[src/rtl/sh_reg_if.sv]
// -----------------------------------------------------------------------------
// sh_reg_if -- bus bundle for the branch-history shift register.
//
// Signals:
//   wr_en    shift-enable: shift wr_data into the history
//   wr_data  outcome bit to shift in (1 = taken, 0 = not taken)
//   re_en    restore-enable: overwrite the history with re_data
//   re_data  restore value (checkpointed history) [WIDTH]
//   rd_data  current history contents             [WIDTH]
//
// Modports:
//   master  the predictor side; drives updates, observes the history
//   slave   the history register itself
// -----------------------------------------------------------------------------
interface sh_reg_if #(
  parameter int WIDTH = 14
);

  logic             wr_en;
  logic             wr_data;
  logic             re_en;
  logic [WIDTH-1:0] re_data;
  logic [WIDTH-1:0] rd_data;

  modport master (
    output wr_en,
    output wr_data,
    output re_en,
    output re_data,
    input  rd_data
  );

  modport slave (
    input  wr_en,
    input  wr_data,
    input  re_en,
    input  re_data,
    output rd_data
  );

endinterface : sh_reg_if

[src/rtl/sh_reg.sv]
// -----------------------------------------------------------------------------
// sh_reg -- global branch-history shift register with checkpoint restore.
//
// Holds a WIDTH-bit history. Each rising clk edge does exactly one of:
//   reset   (async, active-high)  -> history cleared to 0
//   re_en=1                       -> history loaded from re_data
//   wr_en=1                       -> history shifted left, wr_data in at LSB
//   otherwise                     -> history held
// rd_data is the history register itself: updates become visible right
// after the edge that applied them, never combinationally from the inputs.
//
// Ports:
//   clk    input   sole clock, rising-edge active
//   reset  input   asynchronous, active-high reset
//   bus    sh_reg_if.slave  wr_en/wr_data/re_en/re_data in, rd_data out
// -----------------------------------------------------------------------------
module sh_reg #(
  parameter int WIDTH = 14
) (
  input  logic    clk,
  input  logic    reset,
  sh_reg_if.slave bus
);

  logic [WIDTH-1:0] hist_q;
  logic [WIDTH-1:0] hist_d;
  logic [WIDTH-1:0] hist_shifted;

  // Left shift with the new outcome entering at the LSB; the old MSB falls
  // off silently. A one-bit history degenerates to just the newest outcome.
  generate
    if (WIDTH == 1) begin : g_shift_w1
      assign hist_shifted = bus.wr_data;
    end else begin : g_shift_wn
      assign hist_shifted = {hist_q[WIDTH-2:0], bus.wr_data};
    end
  endgenerate

  // Restore outranks shift: a misprediction recovery must not be polluted by
  // an outcome bit from the squashed path arriving on the same edge.
  always_comb begin
    // NOTE: default first so every path assigns hist_d -- no latch inferred.
    hist_d = hist_q;
    if (bus.re_en) begin
      hist_d = bus.re_data;
    end else if (bus.wr_en) begin
      hist_d = hist_shifted;
    end
  end

  always_ff @(posedge clk or posedge reset) begin
    if (reset) begin
      hist_q <= '0;
    end else begin
      // NOTE: non-blocking so every flop samples pre-edge values.
      hist_q <= hist_d;
    end
  end

  assign bus.rd_data = hist_q;

endmodule : sh_reg

[src/flat_wrapper.sv]
// flat-port wrapper written by rule: the top's interface ports become plain ports
module sh_reg_flat 
#(
  parameter int WIDTH = 14
)
  (clk, reset, bus_wr_en, bus_wr_data, bus_re_en, bus_re_data, bus_rd_data);
  sh_reg_if #(.WIDTH(WIDTH)) bus_i ();
  input  logic clk;
  input  logic reset;
  input wire logic [$bits(bus_i.wr_en)-1:0] bus_wr_en;
  input wire logic [$bits(bus_i.wr_data)-1:0] bus_wr_data;
  input wire logic [$bits(bus_i.re_en)-1:0] bus_re_en;
  input wire logic [$bits(bus_i.re_data)-1:0] bus_re_data;
  output wire logic [$bits(bus_i.rd_data)-1:0] bus_rd_data;
  assign bus_i.wr_en = bus_wr_en;
  assign bus_i.wr_data = bus_wr_data;
  assign bus_i.re_en = bus_re_en;
  assign bus_i.re_data = bus_re_data;
  assign bus_rd_data = bus_i.rd_data;
  sh_reg #(.WIDTH(WIDTH)) u_core (.clk(clk), .reset(reset), .bus(bus_i));
endmodule
[config.mk]
export PLATFORM = sky130hd
export DESIGN_NAME = sh_reg_flat
export DESIGN_NICKNAME = d
export VERILOG_FILES = /design/src/rtl/sh_reg_if.sv /design/src/rtl/sh_reg.sv /design/src/flat_wrapper.sv
export SDC_FILE = /design/constraint.sdc
export NUM_CORES = 1
export LEC_CHECK = 0
export CORE_MARGIN = 8
export CORE_UTILIZATION = 40
export CTS_CLUSTER_SIZE = 20
export DETAILED_ROUTE_END_ITERATION = 10
export PLACE_DENSITY = 0.8
export RECOVER_POWER = 50
export SYNTH_ARGS = -nofsm -noshare
export SYNTH_HDL_FRONTEND = slang
export SYNTH_SLANG_ARGS = --single-unit
[constraint.sdc]
create_clock -name clk -period 1.3 [get_ports clk]
set_input_delay 0.26 -clock clk [delete_from_list [all_inputs] [get_ports clk]]
set_output_delay 0.26 -clock clk [all_outputs]
set_load 0.05 [all_outputs]
After elaboration in Yosys (flattened, before gate mapping)
Cells that the tools add are included.
{ "totals": {"regBits": 14, "in_bits": 19} }
{ "classes": {"n_mux": 2, "n_reduce_logical": 1} }
{ "ops": {"columns": ["operator", "count"], "rows": [
  ["$mux W14", 2],
  ["$reduce_bool A2 Y1", 1]
]} }

Logic depth before layout (Yosys ltp)
Gate-level depths: netlist of run 1.
{ "depth": {"ltp_word": 2, "ltp_mapped": 4, "depth_no_buf": 2} }

Least setup slack after synthesis of run 1
No wires, ideal clock.
{ "synth_timing": {"path_kind": "reg-to-reg", "startpoint": "register u_core.hist_q[11] (netlist: u_core.bus.rd_data[11])", "endpoint": "register u_core.hist_q[12] (netlist: u_core.bus.rd_data[12])", "setup_ns": 0.083, "arrival_ns": 0.879, "required_ns": 1.217, "path_slack_ns": 0.338, "path_stages_with_launch": 3, "path_buffers": 0, "path_cell_list": "dfrtp_1 -> mux2i_1 -> o21ai_0"} }
{ "synth_between": {"elab_chain_cells": 2} }
{ "synth_lines": {"columns": ["item", "line", "text"], "rows": [
  ["from (decl)", "sh_reg.sv:25", "logic [WIDTH-1:0] hist_q;"],
  ["from (signal assigned)", "sh_reg.sv:56", "hist_q <= hist_d;"],
  ["$mux W14", "sh_reg.sv:46", "end else if (bus.wr_en) begin"],
  ["$mux W14", "sh_reg.sv:44", "if (bus.re_en) begin"]
]} }
No other way between the ends. The select of a mux whose other input is x is not followed.
A chain may end at the register's enable or synchronous reset.

Worst setup path in the final report of run 1
{ "layout_timing": {"startpoint": "input port bus_wr_en", "endpoint": "register u_core.hist_q[12] (netlist: u_core.bus.rd_data[12])"} }
{ "layout_between": {"elab_chain_cells": 1} }
{ "layout_lines": {"columns": ["item", "line", "text"], "rows": [
  ["from (decl)", "flat_wrapper.sv:10", "input wire logic [$bits(bus_i.wr_en)-1:0] bus_wr_en;"],
  ["$reduce_bool A2 Y1 (no source line)", null, null]
]} }
No other way between the ends.

==> reports/qor.yml, run 1 <==
placement:
  globalplace.congestion: 0.744
  place_area_um2: 1140
  pre_cts_ws_ns: -0.131
  dp.cells: 107
  post-dp-hpwl_um: 1380
  io_buffers: 32
global_route:
  grt_max_degree: 29
  grt_pass1_wl_um: 2790
  grt_pass1_vias: 603
  overflow: 0
  grt_antenna_before_repair: 0
  grt_util_all_layers_pct: 10.7
drt:
  vias_per_cell: 4.95
  drt_iter0_markers: 1
  route.met2.wl_um: 835
  drtAntennaViolNets: 0
  vias: 550
  wl_met3_um: 119
  wire_per_inst_um: 15.0
  wl_um: 1670
  wl_met1_um: 647
  drc_errors: 0
  top_layer: "met4"
  dr.pass1.iters: 4
synth:
  synth.area.top_cells: "dfrtp_1 53%, mux2i_1 21%, nand2_1 7.9%"
  netlist_area_um2: 663
  synth_fp_nets: 81
  synthArstFlopShare_pct: 100
  yosysTopAreaCellShare_pct: 52.8
  synth_warnings: 0
  ys_ff_latch: 14
  synthDistinctLibCells: 9
  synth_common_cells: "14 x dfrtp_1, 14 x mux2i_1, 14 x nand2_1"
  synth_flop_cell: "dfrtp_1"
  synth_edf_count: 0
  seq_area_frac_synth_pct: 52.8
  synth_area_per_cell_um2: 10.7
  netlist_instances: 62
  synth_top_cell_by_area: "dfrtp_1"
sta:
  min_period_ns: 1.16
  relSlewSlack_pct: 67.1
  setup_viol: 0
  period_share_pct: 89.4
  drv_slew: 0
  finClkSkew_ns: 0.00186
  worst_pin_slew_ns: 0.493
  finalWorstSetupSlack_ns: 0.138
  max_freq_mhz: 861
  rsz0062_at_grt: "false"
  fin_hold_ws_ns: 0.437
  hold_viol_final: 0
clock_network:
  cts_tree: "built"
  clockBufferDepth: 2
  worst_skew_pair.late_latency_ns: 0.27
  ctsResizeCount: 0
  htree_levels: 1
  clockRootBuffer: "clkbuf_4"
  post-cts-setup-buffers: 0
  path_clk_slew_ns: 0.08
  cts-buffers-inserted: 3
  cts.sinks: 14
  ctsHoldBuffers: 0
power:
  p_sw_mw: 0.448
  p_int_mw: 0.918
  seqPwrFrac_pct: 39.6
  ir_worst_vdd_mv: 1.05
  p_comb_share_pct: 37.8
  netSwitchingFraction_pct: 32.8
  p_per_area_nw_per_um2: 1160
  power.share.clock_pct: 22.5
  finalPower_mw: 1.37
  leakagePower_nw: 0.545
critical_path:
  path_cells: "clkdlybuf4s50_1 > buf_12 > mux2i_1 > o21ai_0"
  start_kind: "input pin"
  worstPathArrival_ns: 1.31
  slowest_stage: "clkdlybuf4s50_1"
  required_ns: 1.45
  max_stage_delay_ns: 0.51
  crit_type: "in2reg"
  critPathMaxFanout: 14
  endpoint_kind: "register"
floorplan:
  die_y_um: 56.7
  pin_count: 33
  rows: 14
  die_area_um2: 3220
  start_util_pct: 43.5
  dieWidth_um: 56.7
  core_um2: 1520
layout:
  final-instance-count-excl-fill: 111
  antenna-diode-count: 0
  nets: 115
  areaGrowthSynthToFinish_pct: 77.0
  largest_reg_flops: 14
  stdcell_area_um2: 1170
  drive_gt1_share_pct: 21.1
  n_fill_cell: 93
min_path:
  hold_class: "in2async"
run:
  drv_cap: 0
run_status:
  status: "finished, final reports clean"
## placed cells by master (no fill, tap or decap)
master           Yosys  final
clkdlybuf4s50_1      0     17
buf_12               1     16
mux2i_1             14     14
nand2_1             14     14
dfrtp_1             14     14
o21ai_0              4      8
o21ai_1             10      6
clkbuf_4             0      3
inv_1                1      1
clkbuf_8             0      1
dlygate4sd3_1        0      1
## power groups by stage
stage	clock [mW]	sequential, mW	combinational (mW)
2_1_floorplan	0	0.678	0.101
3_3_place_gp	0	0.547	0.517
3_5_place_dp	0	0.550	0.526
4_1_cts	0.308	0.542	0.526
5_1_grt	0.332	0.547	0.541
6_report	0.308	0.541	0.516
## cell type report
type | instances | area (µm²) | area share (%)
timing repair buffer | 34 | 500 | 42.6
inverter | 1 | 3.75 | 0.320
multi-input combinational | 42 | 263 | 22.4
sequential | 14 | 350 | 29.9
tap | 16 | 20.0 | 1.71
clock buffer | 4 | 36.3 | 3.09
## stage by stage
step / utilization, % / TNS [ns]
3_5_place_dp: 74.6 / -0.671
5_1_grt: 77.0 / 0
3_3_place_gp: 74.6 / -0.243
2_1_floorplan: - / 0
6_report: 77.0 / 0
4_1_cts: 77.0 / 0
## logic make-up (layout without fill, tap and decap cells)
logic type,after synthesis,after routing,share of synthesized area [%]
and+or+nand+nor,14,14,7.92
AOI/OAI and AO/OA,14,14,10.6
DFF,14,14,52.8
buffers and inverters,6,39,7.55
muxes,14,14,21.1
## final timing paths
check                      cells after the start                               start  slack, ns                            endpoint
setup / recovery                               4                           bus_wr_en       0.14  u_core.bus.rd_data[12]$_DFFE_PP0P_
hold / removal                                 2                               reset       0.44   u_core.bus.rd_data[8]$_DFFE_PP0P_
setup reg to reg                               2  u_core.bus.rd_data[11]$_DFFE_PP0P_       0.41  u_core.bus.rd_data[12]$_DFFE_PP0P_
hold reg to reg                                2   u_core.bus.rd_data[4]$_DFFE_PP0P_       0.66   u_core.bus.rd_data[4]$_DFFE_PP0P_
max in group asynchronous                      2                               reset       0.53   u_core.bus.rd_data[1]$_DFFE_PP0P_
min in group clk                               3                      bus_re_data[4]       0.53   u_core.bus.rd_data[4]$_DFFE_PP0P_
## layer usage
metal,vias up,GRT usage [%]
li1,274,-
met5,-,0
met2,22,17.7
met4,0,9.28
met3,6,2.92
met1,248,10.7
## critical path: cells and delay by family
family | cells | cell delay (ns)
buffers and inverters | 2 | 0.68
multiplexers | 1 | 0.24
AO/OA/AOI/OAI | 1 | 0.13
Power figures use the tool's default switching activity.
==> run 2: changes to the inputs <==
RECOVER_POWER = not set   (was 50)
==> reports/qor.yml, run 2 (same netlist as run 1, synthesis figures left out) <==
critical_path:
  slowest_stage: "clkdlybuf4s50_1"
  rr_endpoint: "u_core.bus.rd_data[12]$_DFFE_PP0P_"
  crit_type: "in2reg"
  r2r_slack_ns: 0.41  # about the same
  critPathMaxFanout: 14  # unchanged
  max_stage_delay_ns: 0.51  # about the same
  start_kind: "input pin"
  required_ns: 1.45  # about the same
  reg2reg_from: "u_core.bus.rd_data[11]$_DFFE_PP0P_"
  r2r_cells: 2  # unchanged
  worst-path-buf-inv: 2  # unchanged
  worstPathArrival_ns: 1.31  # about the same
  crit_family: "buffers and inverters"
  path_cells: "clkdlybuf4s50_1 > buf_12 > mux2i_1 > o21ai_0"
  endpoint_kind: "register"
drt:
  top_layer: "met4"
  vias: 548  # -0.36%
  wl_met3_um: 119  # unchanged
  vias_per_cell: 4.94  # -0.36%
  drtAntennaViolNets: 0  # unchanged
  wire_per_inst_um: 15.1  # +0.90%
  route.met2.wl_um: 827  # -0.96%
  drc_errors: 0  # unchanged
  wl_um: 1680  # +0.90%
  dr.pass1.iters: 4  # unchanged
  wl_met1_um: 670  # +3.6%
  drt_iter0_markers: 1  # unchanged
layout:
  drive_gt1_share_pct: 21.1  # unchanged
  postLayoutCoreUtil_pct: 77.0  # unchanged
  antenna-diode-count: 0  # unchanged
  final-instance-count-excl-fill: 111  # unchanged
  mostFrequentLayoutCells: "18 x clkdlybuf4s50_1, 16 x buf_12, 14 x mux2i_1, 14 x nand2_1, 14 x dfrtp_1"
  stdcell_area_um2: 1170  # unchanged
  final_common_cell: "clkdlybuf4s50_1"
  nets: 115  # unchanged
  largest_reg_flops: 14  # unchanged
  areaGrowthSynthToFinish_pct: 77.0  # unchanged
sta:
  min_period_ns: 1.16  # -0.000116 ns
  relSlewSlack_pct: 67.0  # -0.13 points
  hold_viol_final: 0  # unchanged
  rsz0062_at_grt: "false"
  drv_slew: 0  # unchanged
  finalWorstSetupSlack_ns: 0.138  # +0.000116 ns
  max_freq_mhz: 861  # about the same
  period_share_pct: 89.4  # about the same
  worst_pin_slew_ns: 0.495  # +0.00197 ns
  setup_tns_ns: 0  # unchanged
  finClkSkew_ns: 0.00271  # +0.000851 ns
  setup_viol: 0  # unchanged
global_route:
  grt_util_all_layers_pct: 10.7  # unchanged
  grt_max_degree: 29  # unchanged
  grt_pass1_vias: 603  # unchanged
  overflow: 0  # unchanged
  grt_pass1_wl_um: 2790  # unchanged
  grt_antenna_before_repair: 0  # unchanged
clock_network:
  ctsHoldBuffers: 0  # unchanged
  cts.sinks: 14  # unchanged
  ctsResizeCount: 0  # unchanged
  worst_skew_pair.late_latency_ns: 0.27  # about the same
  path_clk_slew_ns: 0.09  # about the same
  cts-buffers-inserted: 3  # unchanged
  post-cts-setup-buffers: 0  # unchanged
  cts_tree: "built"
  clockRootBuffer: "clkbuf_4"
  clockBufferDepth: 2  # unchanged
  htree_levels: 1  # unchanged
power:
  ir_worst_vdd_mv: 1.05  # about the same
  leakagePower_nw: 0.544  # about the same
  p_per_area_nw_per_um2: 1170  # +0.33%
run_status:
  status: "finished, final reports clean"
floorplan:
  rows: 14  # unchanged
  die_y_um: 56.7  # unchanged
  dieWidth_um: 56.7  # unchanged
  die_area_um2: 3220  # unchanged
  pin_count: 33  # unchanged
  core_um2: 1520  # unchanged
  start_util_pct: 43.5  # unchanged
placement:
  pre_cts_ws_ns: -0.131  # unchanged
  place_area_um2: 1140  # unchanged
  io_buffers: 32  # unchanged
  globalplace.congestion: 0.744  # unchanged
  dp.cells: 107  # unchanged
  post-dp-hpwl_um: 1380  # unchanged
run:
  drv_cap: 0  # unchanged
min_path:
  hold_class: "in2async"
-- run 2: routing by layer --
layer,up-vias,global-route usage (%)
li1,275,-
met1,245,10.7
met2,22,17.7
met3,6,2.92
met4,0,9.28
met5,-,0
-- run 2: where the power goes --
part / internal, mW / switching, mW
combinational: 0.269 / 0.251
clock: 0.170 / 0.139
sequential: 0.480 / 0.0612
total: 0.919 / 0.450
-- run 2: metrics by stage --
step / total power, mW / hold WS [ns]
after floorplan: 0.778 / 0.149
after CTS: 1.38 / 0.321
after global placement: 1.06 / 0.608
after global routing: 1.42 / 0.357
final: 1.37 / 0.299
after detailed placement: 1.08 / 0.616
-- run 2: worst max-delay path by stage --
stage	start	endpoint	slack, ns	cells past startpoint
floorplan	u_core.bus.rd_data[11]$_DFFE_PP0P_	u_core.bus.rd_data[12]$_DFFE_PP0P_	0.34	2
global placement	bus_wr_en	u_core.bus.rd_data[1]$_DFFE_PP0P_	-0.03	4
detailed placement	bus_wr_en	u_core.bus.rd_data[12]$_DFFE_PP0P_	-0.13	4
CTS	u_core.bus.rd_data[3]$_DFFE_PP0P_	bus_rd_data[3]	0.15	1
global route	bus_wr_en	u_core.bus.rd_data[12]$_DFFE_PP0P_	0.1	4
finish	bus_wr_en	u_core.bus.rd_data[12]$_DFFE_PP0P_	0.14	4
-- run 2: final cells by class --
| type | instances | area, µm² |
|---|---|---|
| clock buffers | 4 | 36.3 |
| inverters | 1 | 3.75 |
| flip-flops and latches | 14 | 350 |
| repair buffers | 34 | 500 |
| multi-input cells | 42 | 263 |
| fillers | 93 | 350 |
| well taps | 16 | 20.0 |
==> RTL edit 1 (flow settings as in run 2) <==
`WIDTH` is set to 14 in 3 places; all go to 28.
--- a/src/rtl/sh_reg_if.sv
+++ b/src/rtl/sh_reg_if.sv
@@ -13,7 +13,7 @@
 //   slave   the history register itself
 // -----------------------------------------------------------------------------
 interface sh_reg_if #(
-  parameter int WIDTH = 14
+  parameter int WIDTH = 28
 );
 
   logic             wr_en;
--- a/src/rtl/sh_reg.sv
+++ b/src/rtl/sh_reg.sv
@@ -15,7 +15,7 @@
 //   bus    sh_reg_if.slave  wr_en/wr_data/re_en/re_data in, rd_data out
 // -----------------------------------------------------------------------------
 module sh_reg #(
-  parameter int WIDTH = 14
+  parameter int WIDTH = 28
 ) (
   input  logic    clk,
   input  logic    reset,
--- a/src/flat_wrapper.sv
+++ b/src/flat_wrapper.sv
@@ -1,7 +1,7 @@
 // flat-port wrapper written by rule: the top's interface ports become plain ports
 module sh_reg_flat 
 #(
-  parameter int WIDTH = 14
+  parameter int WIDTH = 28
 )
   (clk, reset, bus_wr_en, bus_wr_data, bus_re_en, bus_re_data, bus_rd_data);
   sh_reg_if #(.WIDTH(WIDTH)) bus_i ();
Ports: changed (resized bus_rd_data and bus_re_data); port bits go from 33 to 61. The function was not compared with the original's and may differ.
==> RTL edit 1 against run 2 <==
- worst setup slack lost 0.061 ns
- routed wire length grew 110%
- core utilization shrank 3.6 points
- first-iteration DRC count grew to 73 times the old value
- area after synthesis grew 98%
- sequential cell count grew 14
- total power grew 86%
- design area grew 93%
==> RTL edit 1: results (changes against run 2) <==
----------------------------------------------------
[Pwr]
  Overall Power ... 2.54 mW (was 1.37 mW)
  Internal Power ... 1.65 mW (was 919 uW)
  Leakage power of the design ... 1.04 nW (was 0.544 nW)

[CTS]
  Clk Latency, worst-skew pair ... 0.32 ns (was 0.27 ns)

[Global routing]
  Met1 layer usage reported by global route ... 16.0% (was 10.7%)
  Met2 track demand over resource ... 22.1% (was 17.7%)
  Vias in the first global route ... 1,210 (was 603)

[Outcome]
  Status ... complete, no violations (unchanged)

[Placement]
  Worst setup timing slack at the placement stage ... 0.224 ns (was -0.131 ns)
  DPL Wire Length ... 2.85 mm (was 1.38 mm)
  IO Port Bufs ... 60 (was 32)
  Final weighted congestion of routability-driven global placement ... 0.772 (was 0.744)

[Cells and area]
  Number of inserted filler cells in the final layout ... 237 (was 93)
  NonClk Buf Share ... 41.5% (was 42.6%)
  Number of flip-flops under the largest register name ... 28 (was 14)
  Proportion of cell area occupied by multi-input gates ... 23.3% (was 22.4%)

[Synth]
  Leading cell types by total area after synthesis ... dfrtp_1 (53%), mux2i_1 (21%), nand2_1 (8.0%), o21ai_1 (7.6%), buf_12 (3.1%) (was dfrtp_1 (53%), mux2i_1 (21%), nand2_1 (7.9%), o21ai_1 (7.5%), buf_12 (3.0%))
  Area fraction in compound gates after synthesis ... 10.7% (was 10.6%)
  Multiplexer fraction of the synthesized cell area ... 21.4% (was 21.1%)
  Share of the yosys chip area belonging to registers ... 53.4% (was 52.8%)

[Setup path]
  Largest incremental delay on the critical path ... 0.47 ns (was 0.51 ns)
  Setup slack of the most critical reg-to-reg path ... 0.47 ns (was 0.41 ns)
  Crit path arrival time ... 0.96 ns (was 1.31 ns)

[Timing]
  Worst hold-check slack ... 0.273 ns (was 0.299 ns)
  Relative slew slack ... 85.5% (was 67.0%)

[Route]
  Total met2 wirelength after detailed routing ... 1.65 mm (was 827 microns)
  Via count of the routed design ... 1,109 (was 548)

----------------------------------------------------
RTL edit 1: changes by cell type in the layout (fill, tap and decap cells not counted):
cell / before / now
o21ai_1: 10 / 20
clkdlybuf4s50_1: 18 / 30
buf_12: 16 / 31
o21ai_0: 4 / 8
mux2i_1: 14 / 28
clkbuf_2: 0 / 1
dfrtp_1: 14 / 28
nand2_1: 14 / 28
buf_4: 0 / 1
buf_2: 0 / 1
RTL edit 1: worst max path at each step:
stage,startpoint,end,slack [ns]
floorplan,u_core.bus.rd_data[1],u_core.bus.rd_data[2],0.34
global placement,bus_wr_en,u_core.bus.rd_data[13],0.28
detailed placement,bus_wr_en,u_core.bus.rd_data[9],0.22
CTS,u_core.bus.rd_data[17],bus_rd_data[17],0.06
global route,u_core.bus.rd_data[24],bus_rd_data[24],0.02
finish,u_core.bus.rd_data[17],bus_rd_data[17],0.08
RTL edit 1: cells by family (layout without fill, tap and decap cells):
family          after synthesis  count (layout)
compound gates               28              28
buf+inv                      10              69
flops                        28              28
mux                          28              28
simple gates                 28              28
==> RTL edit 2 (config.mk and constraints of run 2) <==
Without the edit above. Make the reset (`reset`) synchronous in one clocked block. Comments in the files are not updated.
--- a/src/rtl/sh_reg.sv
+++ b/src/rtl/sh_reg.sv
@@ -48,7 +48,7 @@
     end
   end
 
-  always_ff @(posedge clk or posedge reset) begin
+  always_ff @(posedge clk) begin
     if (reset) begin
       hist_q <= '0;
     end else begin
Function: differs if reset is asserted again (counterexample within 4 cycles, from zero or initial values and one cycle with reset high); with reset held inactive, the same outputs for 10 cycles.
==> RTL edit 2 against run 2 <==
- sequential cell count did not move
- worst setup slack improved by 0.026 ns
- die area fell by 0.41%
- area after synthesis fell by 0.57%
- routed wire length rose by 3.9%
- cell count did not move
- non-clock buffer count rose by 1
- total power fell by 16%
- design area fell by 1.6%
- critical path depth fell by 3
==> RTL edit 2: results (changes against run 2) <==
----------------------------------------------------
[Global routing]
  First-pass GRT wire length ... 2.82 mm (was 2.79 mm)
  GRT Util Overall ... 11.1% (was 10.7%)
  Vias in the first global route ... 608 (was 603)
  Pin count of the biggest net entering global routing ... 15 (was 29)

[Synth]
  Asr flop ratio synth ... 0% (was 100%)
  Area fraction in compound gates after synthesis ... 15.9% (was 10.6%)
  Top_reg_cell synth ... dfxtp_1 (was dfrtp_1)
  Share of the yosys chip area belonging to registers ... 42.5% (was 52.8%)
  Top cell types by occurrence after synthesis ... a211oi_1 (14), dfxtp_1 (14), mux2i_1 (14), nor2b_1 (14), clkbuf_1 (2) (was dfrtp_1 (14), mux2i_1 (14), nand2_1 (14))
  Multiplexer fraction of the synthesized cell area ... 21.3% (was 21.1%)
  Leading cell types by total area after synthesis ... dfxtp_1 (43%), mux2i_1 (21%), a211oi_1 (16%), nor2b_1 (13%), buf_12 (3.0%) (was dfrtp_1 (53%), mux2i_1 (21%), nand2_1 (7.9%), o21ai_1 (7.5%), buf_12 (3.0%))

[Pwr]
  Peak supply drop ... 0.839 mV (was 1.05 mV)
  Leakage power of the design ... 0.472 nW (was 0.544 nW)

[Placement]
  Number of cells after detailed placement ... 108 (was 107)
  Worst setup timing slack at the placement stage ... -0.0827 ns (was -0.131 ns)
  DPL Wire Length ... 1.34 mm (was 1.38 mm)
  Final weighted congestion of routability-driven global placement ... 0.755 (was 0.744)

[CTS]
  Clk Latency, worst-skew pair ... 0.29 ns (was 0.27 ns)
  Number of levels in the clock H-tree ... 1 (unchanged)
  Clock root buffer ... clkbuf_4 (unchanged)

[Timing]
  Final clock skew ... 0.00636 ns (was 0.00271 ns)
  Relative slew slack ... 71.1% (was 67.0%)
  Final worst-path setup slack ... 0.164 ns (was 0.138 ns)
  Worst hold-check slack ... 0.578 ns (was 0.299 ns)

[Setup path]
  Setup slack of the most critical reg-to-reg path ... 0.45 ns (was 0.41 ns)
  Worst flop-to-flop path startpoint ... u_core.bus.rd_data[5] (was u_core.bus.rd_data[11])
  Worst setup SP type ... register (was input port)
  Largest incremental delay on the critical path ... 0.42 ns (was 0.51 ns)
  Worst flop-to-flop path endpoint ... u_core.bus.rd_data[6] (was u_core.bus.rd_data[12])
  Capturing instance or port of the critical path ... bus_rd_data[5] (was u_core.bus.rd_data[12])
  Crit path arrival time ... 0.88 ns (was 1.31 ns)
  CP Max Fanout ... 3 (was 14)
  Largest delay share family, worst path ... flip-flops (was buffers and inverters)
  Cell type of the slowest stage on the worst timing path ... dfxtp_1 (was clkdlybuf4s50_1)

[Route]
  Via density per instance ... 5.40 (was 4.94)
  WL/cell ... 15.7 microns (was 15.1 microns)
  DRC violation total after the first TritonRoute iteration ... 0 (was 1)

[Cells and area]
  Total number of nets in the final design ... 116 (was 115)
  Number of inserted filler cells in the final layout ... 110 (was 93)

[Min path]
  Hold crit path type ... input port to register (was input port to asynchronous set/reset pin)

[Outcome]
  Status ... complete, no violations (unchanged)

----------------------------------------------------
-- RTL edit 2: cell types whose count changed in the layout (fill, tap and decap cells not counted), sizes merged --
cell,before,now
dfrtp,14,0
buf,16,17
nor2b,0,14
a211oi,0,14
dfxtp,0,14
nand2,14,0
clkbuf,4,3
o21ai,14,0
-- RTL edit 2: worst min path at each step --
stage                                start                     end  cells past startpoint
finish                     bus_re_data[12]  u_core.bus.rd_data[12]                      3
global route                bus_re_data[9]   u_core.bus.rd_data[9]                      3
CTS                        bus_re_data[10]  u_core.bus.rd_data[10]                      3
detailed placement  u_core.bus.rd_data[13]  u_core.bus.rd_data[13]                      2
global placement     u_core.bus.rd_data[9]   u_core.bus.rd_data[9]                      2
floorplan                            reset   u_core.bus.rd_data[0]                      1
-- RTL edit 2: logic make-up after synthesis --
logic type,after synthesis
AO/OA/AOI/OAI,14
buffers and inverters,6
flip-flops,14
multiplexers,14
AND/OR/NAND/NOR,14
-- RTL edit 2: through the flow --
| step | TNS, ns | area [sq um] |
|---|---|---|
| finish | 0 | 1150 |
| global route | 0 | 1150 |
| CTS | 0 | 1150 |
| detailed placement | -0.831 | 1130 |
| global placement | -0.684 | 1130 |
| floorplan | 0 | 659 |
-- RTL edit 2: report_power, final --
part           internal, mW  total, mW  switching [mW]
Combinational         0.217      0.402           0.185
Clock                 0.108      0.249           0.141
Sequential            0.461      0.503          0.0415
Total                 0.786       1.15           0.367
-- RTL edit 2: metal layers --
layer	global-route usage (%)	part of all wire [%]	vias up
li1	-	-	292
met1	11.3	40	288
met2	18.3	54	14
met3	3.82	3.7	5
met4	8.25	2.8	0
met5	0	0	-
-- RTL edit 2: worst register-to-register path, stage by stage (launching register included) --
cell and delay [ns]:
dfxtp_1 0.42, mux2i_1 0.10, a211oi_1 0.24
-- RTL edit 2: layout make-up --
cell class | count | share of cell area (%)
inverter | 1 | 0.325
timing repair buffer | 35 | 42.9
multi-input combinational | 42 | 28.8
sequential | 14 | 24.3
tap | 16 | 1.73
clock buffer | 3 | 1.95
